[config.mk]
export PLATFORM = sky130hd
export DESIGN_NAME = ahbl_splitter_n_flat
export DESIGN_NICKNAME = d
export VERILOG_FILES = /design/src/rtl/ahbl_splitter_n_if.sv /design/src/rtl/ahbl_splitter_n.sv /design/src/flat_wrapper.sv
export SDC_FILE = /design/constraint.sdc
export NUM_CORES = 1
export LEC_CHECK = 0
export CAP_MARGIN = 25
export CORE_AREA = 2 2 99 101
export CTS_CLUSTER_DIAMETER = 50
export DETAILED_ROUTE_END_ITERATION = 10
export DIE_AREA = 0 0 101 103
export GPL_TIMING_DRIVEN = 0
export HOLD_SLACK_MARGIN = 0.12
export PLACE_DENSITY = 0.81
export REMOVE_ABC_BUFFERS = 1
export SKIP_LAST_GASP = 1
export SYNTH_ARGS = -nofsm -noshare
export SYNTH_HDL_FRONTEND = slang
export SYNTH_SLANG_ARGS = --single-unit
[constraint.sdc]
create_clock -name HCLK -period 4.85 [get_ports HCLK]
set_clock_uncertainty 0.15 [all_clocks]
set_input_delay 1.455 -clock HCLK [delete_from_list [all_inputs] [get_ports HCLK]]
set_output_delay 1.455 -clock HCLK [all_outputs]
set_load 0.02 [all_outputs]
[src/rtl/ahbl_splitter_n_if.sv]
// Bus bundle between the CPU/slave side and the AHB-Lite splitter: address phase in,
// muxed response out, per-slave select/response lanes, and the decode-error log.
interface ahbl_splitter_n_if #(
  parameter int unsigned NSLAVES = 4,
  parameter int unsigned CNT_W   = 8
);
  localparam int unsigned AW = 32;
  localparam int unsigned DW = 32;

  logic [AW-1:0]         HADDR;
  logic [1:0]            HTRANS;
  logic                  HREADY;
  logic [DW-1:0]         HRDATA;
  logic                  HRESP;
  logic [NSLAVES-1:0]    S_HSEL;
  logic [DW*NSLAVES-1:0] S_HRDATA;
  logic [NSLAVES-1:0]    S_HREADYOUT;
  logic [NSLAVES-1:0]    S_HRESP;
  logic [AW-1:0]         DECERR_ADDR;
  logic [CNT_W-1:0]      DECERR_CNT;
  logic                  DECERR_IRQ;

  // CPU plus attached slaves: drive the address phase and slave responses
  modport master (
    output HADDR, HTRANS, S_HRDATA, S_HREADYOUT, S_HRESP,
    input  HREADY, HRDATA, HRESP, S_HSEL, DECERR_ADDR, DECERR_CNT, DECERR_IRQ
  );

  // Splitter: decodes, selects, muxes responses and logs unmapped accesses
  modport slave (
    input  HADDR, HTRANS, S_HRDATA, S_HREADYOUT, S_HRESP,
    output HREADY, HRDATA, HRESP, S_HSEL, DECERR_ADDR, DECERR_CNT, DECERR_IRQ
  );
endinterface

[src/rtl/ahbl_splitter_n.sv]
// Single-master AHB-Lite decoder/response mux for NSLAVES slaves with a built-in
// default slave that answers unmapped accesses with a two-cycle ERROR and logs them.
module ahbl_splitter_n #(
  parameter int unsigned                NSLAVES = 4,
  parameter logic [32*NSLAVES-1:0]      BASE    = {32'h8000_0000, 32'h4000_0000,
                                                   32'h2000_0000, 32'h0000_0000},
  parameter logic [32*NSLAVES-1:0]      MASK    = {NSLAVES{32'hF000_0000}},
  parameter int unsigned                CNT_W   = 8
) (
  input logic              HCLK,
  input logic              HRESETn,
  ahbl_splitter_n_if.slave bus
);
  localparam int unsigned AW = 32;
  localparam int unsigned DW = 32;

  typedef enum logic [1:0] {
    ST_IDLE = 2'd0,
    ST_ERR1 = 2'd1,
    ST_ERR2 = 2'd2
  } dflt_state_e;

  logic [NSLAVES-1:0] hsel_c;
  logic               hit_found;
  logic [NSLAVES-1:0] dsel;
  logic               dflt;
  dflt_state_e        state;
  dflt_state_e        state_nxt;
  logic               dflt_ready_c;
  logic               dflt_resp_c;
  logic               hready_c;
  logic               hresp_c;
  logic [DW-1:0]      hrdata_c;
  logic               trans_active_c;
  logic               accept_c;
  logic               unmapped_c;
  logic [AW-1:0]      decerr_addr;
  logic [CNT_W-1:0]   decerr_cnt;
  logic               decerr_irq;

  // Address decode: first matching window wins, so the select is one-hot or zero
  always_comb begin
    hsel_c    = '0;
    hit_found = 1'b0;
    for (int unsigned i = 0; i < NSLAVES; i++) begin
      if (!hit_found && ((bus.HADDR & MASK[32*i +: 32]) == BASE[32*i +: 32])) begin
        hsel_c[i] = 1'b1;
        hit_found = 1'b1;
      end
    end
  end

  // NONSEQ and SEQ are the only transfer types that start a data phase
  assign trans_active_c = (bus.HTRANS == 2'b10) || (bus.HTRANS == 2'b11);
  assign accept_c       = hready_c & trans_active_c;
  assign unmapped_c     = accept_c & ~hit_found;

  // Default-slave response, decoded from its state
  assign dflt_ready_c = (state != ST_ERR1);
  assign dflt_resp_c  = (state != ST_IDLE);

  // Response mux driven only by the registered data-phase owner
  always_comb begin
    hready_c = 1'b1;
    hresp_c  = 1'b0;
    hrdata_c = '0;
    if (dflt) begin
      hready_c = dflt_ready_c;
      hresp_c  = dflt_resp_c;
    end else begin
      for (int unsigned i = 0; i < NSLAVES; i++) begin
        if (dsel[i]) begin
          hready_c = bus.S_HREADYOUT[i];
          hresp_c  = bus.S_HRESP[i];
          hrdata_c = bus.S_HRDATA[32*i +: 32];
        end
      end
    end
  end

  // Data-phase owner advances only when the current data phase completes
  always_ff @(posedge HCLK or negedge HRESETn) begin
    if (!HRESETn) begin
      dsel <= '0;
      dflt <= 1'b0;
    end else if (hready_c) begin
      dsel <= trans_active_c ? hsel_c : '0;
      dflt <= trans_active_c & ~hit_found;
    end
  end

  always_ff @(posedge HCLK or negedge HRESETn) begin
    if (!HRESETn) begin
      state <= ST_IDLE;
    end else begin
      state <= state_nxt;
    end
  end

  // Default slave: ERR1 stalls with ERROR, ERR2 completes it; ERR2 can chain a new error
  always_comb begin
    state_nxt = state;
    case (state)
      ST_IDLE: if (unmapped_c) state_nxt = ST_ERR1;
      ST_ERR1: state_nxt = ST_ERR2;
      ST_ERR2: state_nxt = unmapped_c ? ST_ERR1 : ST_IDLE;
      default: state_nxt = ST_IDLE;
    endcase
  end

  // Decode-error log for software: last address, saturating count, one-cycle pulse
  always_ff @(posedge HCLK or negedge HRESETn) begin
    if (!HRESETn) begin
      decerr_addr <= '0;
      decerr_cnt  <= '0;
      decerr_irq  <= 1'b0;
    end else begin
      decerr_irq <= unmapped_c;
      if (unmapped_c) begin
        decerr_addr <= bus.HADDR;
        if (decerr_cnt != {CNT_W{1'b1}}) begin
          decerr_cnt <= decerr_cnt + CNT_W'(1);
        end
      end
    end
  end

  assign bus.S_HSEL      = hsel_c;
  assign bus.HREADY      = hready_c;
  assign bus.HRESP       = hresp_c;
  assign bus.HRDATA      = hrdata_c;
  assign bus.DECERR_ADDR = decerr_addr;
  assign bus.DECERR_CNT  = decerr_cnt;
  assign bus.DECERR_IRQ  = decerr_irq;

endmodule

[src/flat_wrapper.sv]
// flat-port wrapper written by rule: the top's interface ports become plain ports
module ahbl_splitter_n_flat 
#(
  parameter int unsigned                NSLAVES = 4,
  parameter logic [32*NSLAVES-1:0]      BASE    = {32'h8000_0000, 32'h4000_0000,
                                                   32'h2000_0000, 32'h0000_0000},
  parameter logic [32*NSLAVES-1:0]      MASK    = {NSLAVES{32'hF000_0000}},
  parameter int unsigned                CNT_W   = 8
)
  (HCLK, HRESETn, bus_HADDR, bus_HTRANS, bus_S_HRDATA, bus_S_HREADYOUT, bus_S_HRESP, bus_HREADY, bus_HRDATA, bus_HRESP, bus_S_HSEL, bus_DECERR_ADDR, bus_DECERR_CNT, bus_DECERR_IRQ);
  ahbl_splitter_n_if #(.NSLAVES(NSLAVES), .CNT_W(CNT_W)) bus_i ();
  input logic HCLK;
  input logic HRESETn;
  input wire logic [$bits(bus_i.HADDR)-1:0] bus_HADDR;
  input wire logic [$bits(bus_i.HTRANS)-1:0] bus_HTRANS;
  input wire logic [$bits(bus_i.S_HRDATA)-1:0] bus_S_HRDATA;
  input wire logic [$bits(bus_i.S_HREADYOUT)-1:0] bus_S_HREADYOUT;
  input wire logic [$bits(bus_i.S_HRESP)-1:0] bus_S_HRESP;
  output wire logic [$bits(bus_i.HREADY)-1:0] bus_HREADY;
  output wire logic [$bits(bus_i.HRDATA)-1:0] bus_HRDATA;
  output wire logic [$bits(bus_i.HRESP)-1:0] bus_HRESP;
  output wire logic [$bits(bus_i.S_HSEL)-1:0] bus_S_HSEL;
  output wire logic [$bits(bus_i.DECERR_ADDR)-1:0] bus_DECERR_ADDR;
  output wire logic [$bits(bus_i.DECERR_CNT)-1:0] bus_DECERR_CNT;
  output wire logic [$bits(bus_i.DECERR_IRQ)-1:0] bus_DECERR_IRQ;
  assign bus_i.HADDR = bus_HADDR;
  assign bus_i.HTRANS = bus_HTRANS;
  assign bus_i.S_HRDATA = bus_S_HRDATA;
  assign bus_i.S_HREADYOUT = bus_S_HREADYOUT;
  assign bus_i.S_HRESP = bus_S_HRESP;
  assign bus_HREADY = bus_i.HREADY;
  assign bus_HRDATA = bus_i.HRDATA;
  assign bus_HRESP = bus_i.HRESP;
  assign bus_S_HSEL = bus_i.S_HSEL;
  assign bus_DECERR_ADDR = bus_i.DECERR_ADDR;
  assign bus_DECERR_CNT = bus_i.DECERR_CNT;
  assign bus_DECERR_IRQ = bus_i.DECERR_IRQ;
  ahbl_splitter_n #(.NSLAVES(NSLAVES), .BASE(BASE), .MASK(MASK), .CNT_W(CNT_W)) u_core (.HCLK(HCLK), .HRESETn(HRESETn), .bus(bus_i));
endmodule
---- Word level (Yosys, flattened, before mapping) ----
Cells that the tools add are included.
word-level totals
  output and inout port bits .............. 79
  register bits ........................... 48
  word-level logic and storage cells ...... 58
cells by class
  reduce and logical (&&, ||, !) cells .... 11
  bitwise operators ....................... 4
  mux-type cells .......................... 26
  add/sub/neg operators ................... 1
  eq/ne operators ......................... 10
operators with widths
  operator             count
  $mux 32              5
  $logic_not 32->1     1
  $mux 1               18
  $add 8x1->8 const B  1
  $ne 8x8->1 const B   1
  $eq 2x2->1 const B   3
  $pmux 2 s3           1
  $eq 4x2->1 const B   1
  $eq 4x3->1 const B   1
  $eq 4x4->1 const B   1
  $mux 4               1
  $ne 2x1->1 const B   2
  $and 1x1->1          3
  $logic_and 1x1->1    3
  $logic_not 1->1      3
  $eq 2x1->1 const B   1
  $logic_not 2->1      1
  $mux 2               1
  $reduce_and 2->1     1
  $reduce_bool 2->1    1
  $logic_or 1x1->1     1
  $not 1->1            1

---- Depth between registers and ports, before layout ----
  depth after elaboration ................. 15
  gate-level depth with buffers ........... 8
  mapped depth without buffers ............ 5

---- Least setup slack after synthesis ----
No wires, ideal clock.
  kind .................................... input-to-output
  from .................................... input bus_S_HREADYOUT[1]
  to ...................................... output bus_HREADY
  setup slack ............................. 0.772 ns
  arrival time ............................ 2.473 ns
  stages .................................. 5
  path through ............................ nor2b_1 -> a2111oi_4 -> o21ai_2 -> clkbuf_1 -> inv_1
between the ends
  cells in the longest elaborated chain, start to end .. 4
RTL lines
  what                  RTL line               source
  start: declaration    flat_wrapper.sv:17     input wire logic [$bits(bus_i.S_HREADYOUT)-1:0] bus_S_HREADYOUT;
  $mux 1 (3 in series)  ahbl_splitter_n.sv:72  if (dsel[i]) begin
  $mux 1                ahbl_splitter_n.sv:67  if (dflt) begin
  end: declaration      flat_wrapper.sv:19     output wire logic [$bits(bus_i.HREADY)-1:0] bus_HREADY;
No other way between the ends.

---- Final worst setup path ----
  from .................................... input bus_HADDR[30]
  to ...................................... output bus_S_HSEL[2]
between the ends
  cells in the longest elaborated chain, start to end .. 8
RTL lines
  what                   RTL line               source
  start: declaration     flat_wrapper.sv:14     input wire logic [$bits(bus_i.HADDR)-1:0] bus_HADDR;
  $logic_not 32->1       ahbl_splitter_n.sv:46  if (!hit_found && ((bus.HADDR & MASK[32*i +: 32]) == BASE[32*i +: 32])) begin
  $mux 1                 ahbl_splitter_n.sv:46
  $logic_not 1->1        ahbl_splitter_n.sv:46
  $logic_and 1x1->1      ahbl_splitter_n.sv:46
  $mux 1                 ahbl_splitter_n.sv:46
  $logic_not 1->1        ahbl_splitter_n.sv:46
  $logic_and 1x1->1 (*)  ahbl_splitter_n.sv:46
  $mux 1 (*)             ahbl_splitter_n.sv:46
  end: declaration       flat_wrapper.sv:22     output wire logic [$bits(bus_i.S_HSEL)-1:0] bus_S_HSEL;
Every way passes the cells marked *; elsewhere a longest branch is shown, timed or not.

==> results.txt <==
status - finished, violations left
failing checks - setup timing
Slew headroom - 41.2%
Max Clk Rate - 206 MHz
Leakage - 2.20 nW
post-DP HPWL - 9610 µm
Final nets - 742
most frequent cell after synthesis - dfrtp_1
Die H - 103 µm
postcts setup bufs - 0
Hold WC Path Type - flop to flop
Final setup viols - 1
count of cell types in the netlist - 33
Area contributors post-synth - dfrtp_1 39%, mux2_2 12%, a221oi_1 9.1%
I/O pins - 251
grt ovf - 0
Initial Util - 32.5%
Mean Syn Cell Area - 9.10 µm²
leading area contributor after synthesis - dfrtp_1
CP Class - input port to output port
Final Critical Period - 4.86 ns
Worst-Margin Slew - 0.880 ns
WL final - 12,400 µm
unrepaired setup endpoints after global routing - yes
crit path capture type - output port
first-pass GRT wire length - 18,100 µm
clk sink count - 48
Worst Path Required - 3.24 ns
Final Hold Viols - 0
Post-DRT Antenna Nets - 0
antenna violations before repair - 1
site row count - 36
layout cell share with drive strength beyond 1 - 10.5%
post-route setup slack - -0.0148 ns
reg2reg setup slack - 1.48 ns
vias in the first global route - 3,431
FFs w/ async S/R, synth - 100%
Seq/Total Area, Yosys - 39.1%
CTS Buf Count - 5
WHS - 0.302 ns
Total GRT Usage - 22.3%
Syn Inst Count - 338
Post-synth top flop - dfrtp_1
Clock transition at path regs - 0.09 ns
Clock Tree Buf Depth - 2
WP data arrival - 3.26 ns
GPL Wtd Cong - 0.796
Synth warnings - 0
pwr dens - 260 nW/µm²
vias per cell - 5.25
Slew Limit Fails - 0
fin crit share - 100%
Layout area overhead - 89.6%
Skew-Pair Late Insertion Delay - 0.31 ns
synth cell count leaders - 48 x dfrtp_1, 35 x nor2b_1, 34 x a21oi_1, 34 x nor2_1, 34 x nor3_1
# DRC - 0
fill count - 762
post-layout util - 61.6%
Yosys reg bits - 48
die width - 101 µm
Max-Cap Viols - 0
Max FO, Critical Path - 6
clk root buf - clkbuf_8
via count - 3,594
synthesized cell area - 3070 µm²
PortBufs - 249
CTS tree - done
Startpoint Class - input port
H-tree depth - 2
Detailed Route Iter0 Violations - 133
Die ar. - 10,400 µm²
peak supply drop - 294 µV
First-pass DRT Iterations - 6
wire per inst - 18.2 µm
Post-synth EDFFs - 0
largest net degree at the start of global routing - 46
Core Area - 9460 µm²
post-synth top area share - 39.1%
state kept, by name, summed over array words and instances, names as in the netlist:
| name | flops |
|---|---|
| u_core.bus.DECERR_IRQ | 1 |
| u_core.bus.DECERR_CNT | 8 |
| u_core.dsel | 4 |
| u_core.state | 2 |
| u_core.dflt | 1 |
| u_core.bus.DECERR_ADDR | 32 |
final timing paths:
kind | start | endpoint | depth (start not counted)
max | bus_HADDR[30] | bus_S_HSEL[2] | 3
min | u_core.state[1] | u_core.state[1] | 1
max reg2reg | u_core.dsel[1] | u_core.bus.DECERR_ADDR[29] | 5
min reg2reg | u_core.state[1] | u_core.state[1] | 1
max in group asynchronous | HRESETn | u_core.dsel[3] | 2
min in group asynchronous | HRESETn | u_core.bus.DECERR_ADDR[8] | 1
through the flow:
step           TNS [ns]  instance area [µm²]  worst slack [ns]  instances  power [W]
2_1_floorplan         0                 2940             0.340        307   0.000850
3_3_place_gp     -39.71                 5570             -1.42        670    0.00124
3_5_place_dp     -0.259                 5690            -0.220        675    0.00127
4_1_cts               0                 5800           0.00467        683    0.00153
5_1_grt         -0.0148                 5830           -0.0148        685    0.00159
6_report        -0.0148                 5830           -0.0148        685    0.00151
cell type report:
type / instances / area, µm² / area share [%]
Multi-Input combinational cell: 257 / 1770 / 30.4
Clock inverter: 1 / 7.51 / 0.129
Sequential cell: 48 / 1200 / 20.7
Tap cell: 114 / 143 / 2.45
Inverter: 3 / 11.3 / 0.193
Antenna cell: 1 / 2.50 / 0.0429
Clock buffer: 7 / 86.3 / 1.48
Timing Repair Buffer: 254 / 2600 / 44.7
report_power, final:
part	total, W	internal [W]	switching (W)	leakage [nW]
registers	0.000566	0.000485	0.0000806	0.578
clock network	0.000249	0.000116	0.000134	0.0445
logic	0.000699	0.000399	0.000299	1.58
total	0.00151	0.00100	0.000513	2.20
cell families (layout without fill, tap and decap cells):
group,count (synthesis),after routing,synth area share (%)
AND/OR/NAND/NOR,136,137,23.0
buffers and inverters,34,265,4.88
AO/OA/AOI/OAI,77,77,17.5
other,0,1,0
adder cells (fa/ha/maj),2,2,0.733
multiplexers,37,37,13.6
XOR/XNOR,4,4,1.14
flip-flops,48,48,39.1
placed cells by master, fill, tap and decap left out, types with 2 or more instances in the layout:
cell,count
nand3_1,4
xnor2_1,3
dfrtp_1,46
nor2b_1,34
nor4b_2,2
nor3_1,33
mux2_1,2
inv_1,3
nor2_1,34
a21oi_1,34
clkbuf_8,6
buf_16,2
dfrtp_2,2
nor4_1,2
nor4b_1,2
or4_1,2
clkdlybuf4s50_1,246
buf_12,3
mux2_2,33
o21ai_0,7
nand2_1,14
a221oi_1,32
critical path: stages:
cell and delay, ns:
clkdlybuf4s50_1 0.64, nor4b_1 0.44, clkdlybuf4s50_1 0.73
repair_timing:
item	CTS	global route
cloned	0	1
hold buffers	0	0
endpoints found under the setup margin	3	6
hold endpoints to repair	0	0
resized for setup	4	3
pin swaps	0	0
routing by layer:
layer,vias to the layer above,GRT usage (%),routed length (µm)
met5,-,0,0
met2,187,37.9,6070
li1,1700,-,-
met1,1678,24.7,4520
met3,29,9.97,1440
met4,0,8.11,407
Power figures use the tool's default switching activity.
